**config.mk**
```make
export PLATFORM = sky130hd
export DESIGN_NAME = f32_to_f16_pack
export DESIGN_NICKNAME = d
export VERILOG_FILES = /design/src/rtl/fp_pkg.sv /design/src/rtl/f32_to_f16_conv.sv /design/src/rtl/f32_to_f16_pack.sv
export SDC_FILE = /design/constraint.sdc
export NUM_CORES = 1
export LEC_CHECK = 0
export ABC_AREA = 0
export CAP_MARGIN = 20
export CORE_MARGIN = 2
export CORE_UTILIZATION = 43
export DETAILED_ROUTE_END_ITERATION = 8
export GPL_TIMING_DRIVEN = 1
export PLACE_DENSITY = 0.88
export SLEW_MARGIN = 40
export SYNTH_ARGS = -nofsm -noshare
export SYNTH_HDL_FRONTEND = slang
export SYNTH_SLANG_ARGS = --single-unit
```
**constraint.sdc**
```tcl
create_clock -name clk -period 1.65 [get_ports clk]
set_clock_uncertainty 0.05 [all_clocks]
set_input_delay 0.165 -clock clk [delete_from_list [all_inputs] [get_ports clk]]
set_output_delay 0.165 -clock clk [all_outputs]
set_load 0.01 [all_outputs]
```
**src/rtl/fp_pkg.sv**
```systemverilog
// fp_pkg: shared float32 <-> half constants, pack FSM states and byte-lane helper.
package fp_pkg;
    localparam int F16_BIAS_OFFSET = 112;
    localparam int F16_EXP_MAX_F32 = 143;
    localparam logic [14:0] F16_CLAMP_MAG = 15'h7FFF;

    typedef enum logic [1:0] {IDLE, HAVE_HI, OUT} pack_state_t;

    function automatic logic [15:0] lane_swap(input logic [15:0] h);
        return {h[7:0], h[15:8]};
    endfunction
endpackage

```
**src/rtl/f32_to_f16_conv.sv**
```systemverilog
// f32_to_f16_conv: float32 to half narrowing, truncating mantissa, flushing small values to zero and clamping large ones.
module f32_to_f16_conv
    import fp_pkg::*;
(
    input  logic [31:0] f32,
    output logic [15:0] half,
    output logic        sat
);
    logic [7:0] e;
    logic [4:0] e_adj;
    logic       unused_lsbs;

    assign e = f32[30:23];
    assign e_adj = 5'(e - 8'(F16_BIAS_OFFSET));
    // Truncation discards the low mantissa bits.
    assign unused_lsbs = &{1'b0, f32[12:0]};

    always_comb begin
        sat = e > 8'(F16_EXP_MAX_F32);
        half = sat ? {f32[31], F16_CLAMP_MAG} :
               (e < 8'(F16_BIAS_OFFSET)) ? {f32[31], 15'h0000} :
               {f32[31], e_adj, f32[22:13]};
    end
endmodule

```
**src/rtl/f32_to_f16_pack.sv**
```systemverilog
// f32_to_f16_pack: streams float32 beats in, emits two byte-swapped halves per 32-bit word.
module f32_to_f16_pack
    import fp_pkg::*;
#(
    parameter int SAT_CNT_W = 16
) (
    input  logic                 clk,
    input  logic                 rst_n,
    input  logic                 s_valid,
    output logic                 s_ready,
    input  logic [31:0]          s_data,
    input  logic                 s_last,
    output logic                 m_valid,
    input  logic                 m_ready,
    output logic [31:0]          m_data,
    output logic                 m_last,
    input  logic                 sat_clr,
    output logic [SAT_CNT_W-1:0] sat_count
);
    pack_state_t state, state_nxt;
    logic [15:0] hi_q, hi_nxt, half;
    logic [31:0] data_nxt;
    logic        last_nxt, sat, xfer;

    f32_to_f16_conv u_conv (
        .f32  (s_data),
        .half (half),
        .sat  (sat)
    );

    assign s_ready = (state != OUT) || m_ready;
    assign xfer    = s_valid && s_ready;
    assign m_valid = state == OUT;

    // A retiring word behaves like IDLE, so a new element is taken without a bubble.
    always_comb begin
        state_nxt = state;
        hi_nxt    = hi_q;
        data_nxt  = m_data;
        last_nxt  = m_last;
        if (state == OUT && m_ready)
            state_nxt = IDLE;
        if (xfer) begin
            if (state == HAVE_HI) begin
                state_nxt = OUT;
                data_nxt  = {lane_swap(hi_q), lane_swap(half)};
                last_nxt  = s_last;
            end else if (s_last) begin
                state_nxt = OUT;
                data_nxt  = {lane_swap(half), 16'h0000};
                last_nxt  = 1'b1;
            end else begin
                state_nxt = HAVE_HI;
                hi_nxt    = half;
            end
        end
    end

    always_ff @(posedge clk or negedge rst_n) begin
        if (!rst_n) begin
            state     <= IDLE;
            hi_q      <= '0;
            m_data    <= '0;
            m_last    <= 1'b0;
            sat_count <= '0;
        end else begin
            state     <= state_nxt;
            hi_q      <= hi_nxt;
            m_data    <= data_nxt;
            m_last    <= last_nxt;
            sat_count <= sat_clr ? '0 :
                         (xfer && sat && !(&sat_count)) ? sat_count + SAT_CNT_W'(1) : sat_count;
        end
    end
endmodule

```
======== Yosys cells after proc, flatten, opt, wreduce, memory -nomap -nowiden ========
Index checks and enable logic that the tools add are counted.
word-level totals
  register bits ........................... 67
  word-level logic and storage cells ...... 38
  output and inout bits ................... 51
operators by class
  $add $sub $neg .......................... 2
  bitwise gates (word level) .............. 2
  order comparisons ....................... 2
  reduce and logical (&&, ||, !) cells .... 12
  eq/ne operators ......................... 3
  mux-type cells .......................... 12
operators with widths
  operator                                                                number
  32-bit 2-to-1 mux                                                       2
  16-bit 2-to-1 mux                                                       2
  15-bit 2-to-1 mux                                                       2
  16-bit by 1-bit adder with 16-bit output (second input constant)        1
  16-bit AND reduction                                                    1
  8-bit greater-than comparator (second input constant)                   1
  8-bit by 7-bit < comparator with 1-bit output (second input constant)   1
  2-bit 2-to-1 mux                                                        4
  2-bit nonzero test                                                      3
  5-bit subtractor (second input constant)                                1
  1-bit logical AND                                                       4
  3-bit AND reduction                                                     1
  2-bit by 1-bit equality test with 1-bit output (second input constant)  1
  2-bit equality test (second input constant)                             1
  1-bit 2-to-1 mux                                                        2
  2-bit inequality test (second input constant)                           1
  1-bit NOT                                                               2
  2-bit AND reduction                                                     1
  1-bit zero test                                                         1
  1-bit logical OR                                                        1

======== Longest topological paths before layout ========
  depth in word-level cells ............... 7
  mapped depth ............................ 7
  gate-level depth less buffers ........... 6

======== Modules after synthesis ========
Synthesis repeated with hierarchy kept, for this count alone.
second synthesis, totals
  cells, all modules ...................... 309
  area total of the unflattened synthesis .. 3337.0 µm²
modules (own cells, without submodules)
  module           cells an instance  area an instance (µm²)  sequential area each (µm²)  times used
  f32_to_f16_pack  256                3017.9                  1676.6                      1
  f32_to_f16_conv  53                 319.1                   0.0                         1

======== Worst setup path after synthesis ========
OpenSTA, ideal clock, no wires.
  kind .................................... register -> register
  from .................................... register sat_count[0]
  to ...................................... register sat_count[15]
  slack ................................... -0.192 ns
  data arrival time ....................... 1.667 ns
  cell stages (with the launch flop) ...... 7
  required time ........................... 1.475 ns
  cells stage by stage .................... dfrtp_1 ha_1 nand4_2 nor4_4 buf_6 nor4_1 mux2_2
between the ends
  word-level cells in the longest chain between the ends .. 4
  elaborated cells on any way between the ends .. 7
  those cells by class .................... 1 x add/sub; 2 x mux; 4 x reduce/logical
RTL lines
  element                                                                           line                   RTL
  from (decl)                                                                       f32_to_f16_pack.sv:18  output logic [SAT_CNT_W-1:0] sat_count
  from (signal assigned)                                                            f32_to_f16_pack.sv:71  sat_count <= sat_clr ? '0 :
  branches (longest 4 deep; another with 16-bit by 1-bit adder with 16-bit output)  --
Several ways; the timed one is not identified. The select of a mux whose other input is x is not followed.
A chain may end at the register's enable or synchronous reset.

======== Worst setup path after layout ========
  from .................................... register sat_count[7]
  to ...................................... register sat_count[5]
between the ends
  word-level cells in the longest chain between the ends .. 4
RTL lines
  element                       line                   RTL
  16-bit AND reduction          f32_to_f16_pack.sv:72  (xfer && sat && !(&sat_count)) ? sat_count + SAT_CNT_W'(1) : sat_count;
  1-bit zero test               f32_to_f16_pack.sv:72
  1-bit logical AND             f32_to_f16_pack.sv:72
  2-bit nonzero test (no line)  --
Every way passes these cells.

==> results by stage <==
Outcome:
- The flow ran to the end, but the final reports show violations.
- The final reports fail on setup timing.

GRT:
- The number of antenna violations at the first check in global routing is 0.
- In the global route stage, overall resource usage came out at 22.6%.
- The via count of the first global-routing pass is 2978.
- For this run the aggregate overflow at the end of global routing stands at 0.
- The pin count of the biggest net entering global routing is 61.
- The first global-routing pass estimated 14.7 mm of wire.

Detailed routing:
- The wire length per cell after detailed routing is around 19 microns.
- The number of nets still failing antenna checks after routing is 0.
- After the first detailed-routing iteration, the DRC count stood at around 200.
- The detailed-route via count is 3083.
- After detailed routing, the number of vias per cell comes to about 5.6.
- After detailed routing, the total wire length is 10.4 mm.
- The total iterations of the first detailed-routing run is 4.
- After detailed routing, the number of remaining DRC violations is 0.

Cells and area:
- In the final layout, the multi-input gates occupy 1730 sq um.
- The number of inserted diodes is 0.
- The number of standard cells in the layout, taps in and fillers out is between 500 and 600.
- The synthesis-to-finish area growth is 63.9%.
- The number of fill cells in the layout is around 480.
- After the last flow step, the layout net total stands at 486.
- The utilization after layout is 72.4%.
- After routing the design area is approximately 5200 sq um.
- Summing all flip-flop and latch instances after layout gives roughly 1700 sq um.
- The share of cells above drive strength 1 is about 42%.
- In the layout the commonest cells are clkdlybuf4s50_1 (66), dfrtp_1 (60), buf_4 (46).
- The most common cell after layout, fill and taps aside is clkdlybuf4s50_1.

Power:
- The worst-case IR drop observed on VDD is around 0.80 mV.
- The power per unit of standard cell area is 1040 nW/um^2.
- In this run the static leakage power is roughly 2.3 nW.

Floorplan:
- Once the floorplan was initialized, standard cells occupied 44.1% of the core.
- In this run the standard cell core region covers ~7200 sq um.
- The die is 89.8 microns tall.
- The die outline area is 8070 sq um.
- The floorplan has 31 rows.
- From left edge to right edge, the die measures between 80 and 90 microns.
- 89 I/O pins were placed.

Synth:
- During synthesis, Yosys emitted a total of 0 warnings.
- Summing every instance area after synthesis gives 3170 sq um.
- By area the synthesized netlist is led by dfrtp_1 (53%), o21ai_0 (9.8%), mux2_2 (7.1%), nand2_1 (6.2%), nor2b_1 (1.8%).
- Each instance of the synthesized netlist takes up on average 10.2 sq um.
- The post-synth net total is roughly 350.
- The share of the yosys chip area belonging to registers is 52.9%.
- The synthesized netlist contains 42 unique library cells.
- The area share of the leading cell type in the synthesized netlist is 52.9%.
- Counting flops and latches in the post-synthesis netlist gives 67.
- The post-synthesis cell count is 312.
- The cell type with the highest aggregate area in the netlist is dfrtp_1.

Placement:
- At the end of routability-driven placement, the weighted congestion stood at approximately 0.85.
- In this run, placement finished with an instance count of 513.
- The detailed placement HPWL is between 5 and 6 mm.
- After detailed placement, the total cell area comes to approximately 4400 sq um.
- The count of buffers from port buffering is 75.
- Timing analysis after detailed placement gives a worst setup slack of -384 ps.

Critical path:
- The type of origin of the critical path is a flip-flop.
- Among all stages on the critical path, the largest delay is contributed by dfrtp_1.
- The biggest cell delay along the critical path is 390 ps.
- Data arrives at the worst endpoint at 2000 ps.
- The type of the worst setup path is reg2reg.
- The critical path goes through nand4_1 -> buf_4 -> nor4_4 -> buf_4 -> clkbuf_16 -> nor4_1 -> o21ba_2.
- The startpoint identified for the worst register-to-register timing path is sat_count[7].
- In this run the worst path has a maximum fanout of 6.
- The most critical setup path has its startpoint at sat_count[7].
- The worst setup path is captured at a flip-flop.
- The data required time at the worst endpoint is 1840 ps.
- The most numerous cell type found on the critical path is buf_4.

Timing:
- The number of hold violations in the final report is 0.
- The final critical delay including setup and external delays is 1810 ps.
- Across all setup checks in the final design, the least slack found is -161 ps.
- At the pin with the least slew margin, the transition time is ~370 ps.
- The number of slew-limit violations in the final report is 0.
- Derived from the worst setup path, the maximum achievable clock frequency is 552 MHz.
- Measured against its own limit, the worst slew margin works out to 75.5%.
- Final hold analysis gives a worst-case slack of 160 ps.
- The final setup violation count is 44.
- Setup repair after global routing could not meet its margin everywhere.
- The share of the cycle needed by the critical path after routing is 110%.

CTS:
- TritonCTS built the clock tree.
- The number of buffers created by CTS is 9.
- Counting along the longest clock path gives a buffer depth of 2.
- Clock-pin slew was measured on the worst setup and hold paths at 80 ps.
- The deepest level of the CTS H-tree is 3.
- The number of clock sinks is 67.
- For the worst-skew pair, the clock arrives at the later sink with an insertion delay of approximately 350 ps.
- The clock root buffer master is clkbuf_8.

Worst hold path:
- The tightest min-delay check is of the in2async type.

Run:
- The number of maximum-capacitance violations is 0.
-- sequential cells by signal (all words and copies together), names as in the netlist --
register,flops
m_last,1
hi_q,16
state,2
m_data,32
sat_count,16
-- area by class of cell --
type,count,area share (%)
clock buffers,9,2.38
inverters,4,0.385
repair buffers,142,27.8
flip-flops and latches,67,32.5
clock inverters,6,1.28
multi-input cells,223,33.4
well taps,99,2.38
-- critical path, delay by kind of cell (launching register included) --
family | cells | cell delay, ps
AO/OA/AOI/OAI | 1 | 190
buffers and inverters | 3 | 520
flip-flops | 1 | 390
AND/OR/NAND/NOR | 3 | 540
-- per-stage QoR --
stage | total power, mW | TNS [ps]
finish | 5.38 | -2330
CTS | 5.01 | -964
detailed placement | 3.59 | -12470
floorplan | 2.76 | -479
global route | 5.63 | -6000
global placement | 3.54 | -9440
-- metal layers --
metal  up-vias  track usage [%]  part of all wire [%]
met4         0             7.18                   1.9
met1      1536             29.8                    39
met5         -                0                     0
li1       1386                -                     -
met2       143             37.2                    52
met3        18             5.45                   7.2
-- what timing repair did --
item                                    CTS  global route
endpoints found under the setup margin   19            71
endpoints found under the hold margin    67             0
cloned                                    3             5
pin swaps                                 4            38
resized for setup                        16           130
hold buffers                              1             0
buffers inserted                          8             7
-- final timing paths --
path                           endpoint  slack, ps  cells past startpoint
min in group clk                 m_last        440                      2
hold reg to reg                  m_last        440                      2
max in group asynchronous    m_data[30]        790                      3
setup / recovery           sat_count[5]       -160                      7
hold / removal             sat_count[7]        160                      2
setup reg to reg           sat_count[5]       -160                      7
-- synth_stat cells, drive strengths merged --
library cell and count:
a31oi 1, a22o 2, and3 3, o41ai 1, o31a 2, nand4 5
xnor2 1, ha 1, inv 4, o21ba 1, and4 1, mux2 24
mux2i 2, and2 1, nor4 10, nor2b 11, a31o 1, and3b 1
a21oi 8, dfrtp 67, or3b 1, nand2b 1, nand2 53, o21ai 62
buf 10, nor2 8, nand3 8, nand4b 1, or3 2, o31ai 4
or4 5, clkbuf 10
-- where the power goes --
| group | internal, mW | switching (mW) |
|---|---|---|
| registers | 1.98 | 0.252 |
| logic | 1.01 | 0.776 |
| clock network | 0.691 | 0.673 |
-- cell families after synthesis --
kind of cell    Yosys count  share of synthesized area, %
compound gates           82                          14.2
xor+xnor                  1                         0.277
fa+ha+maj                 1                         0.395
buf+inv                  24                          3.91
flops                    67                          52.9
mux                      26                          9.16
simple gates            111                          19.1
No activity file was read; power rests on OpenSTA's default activity.
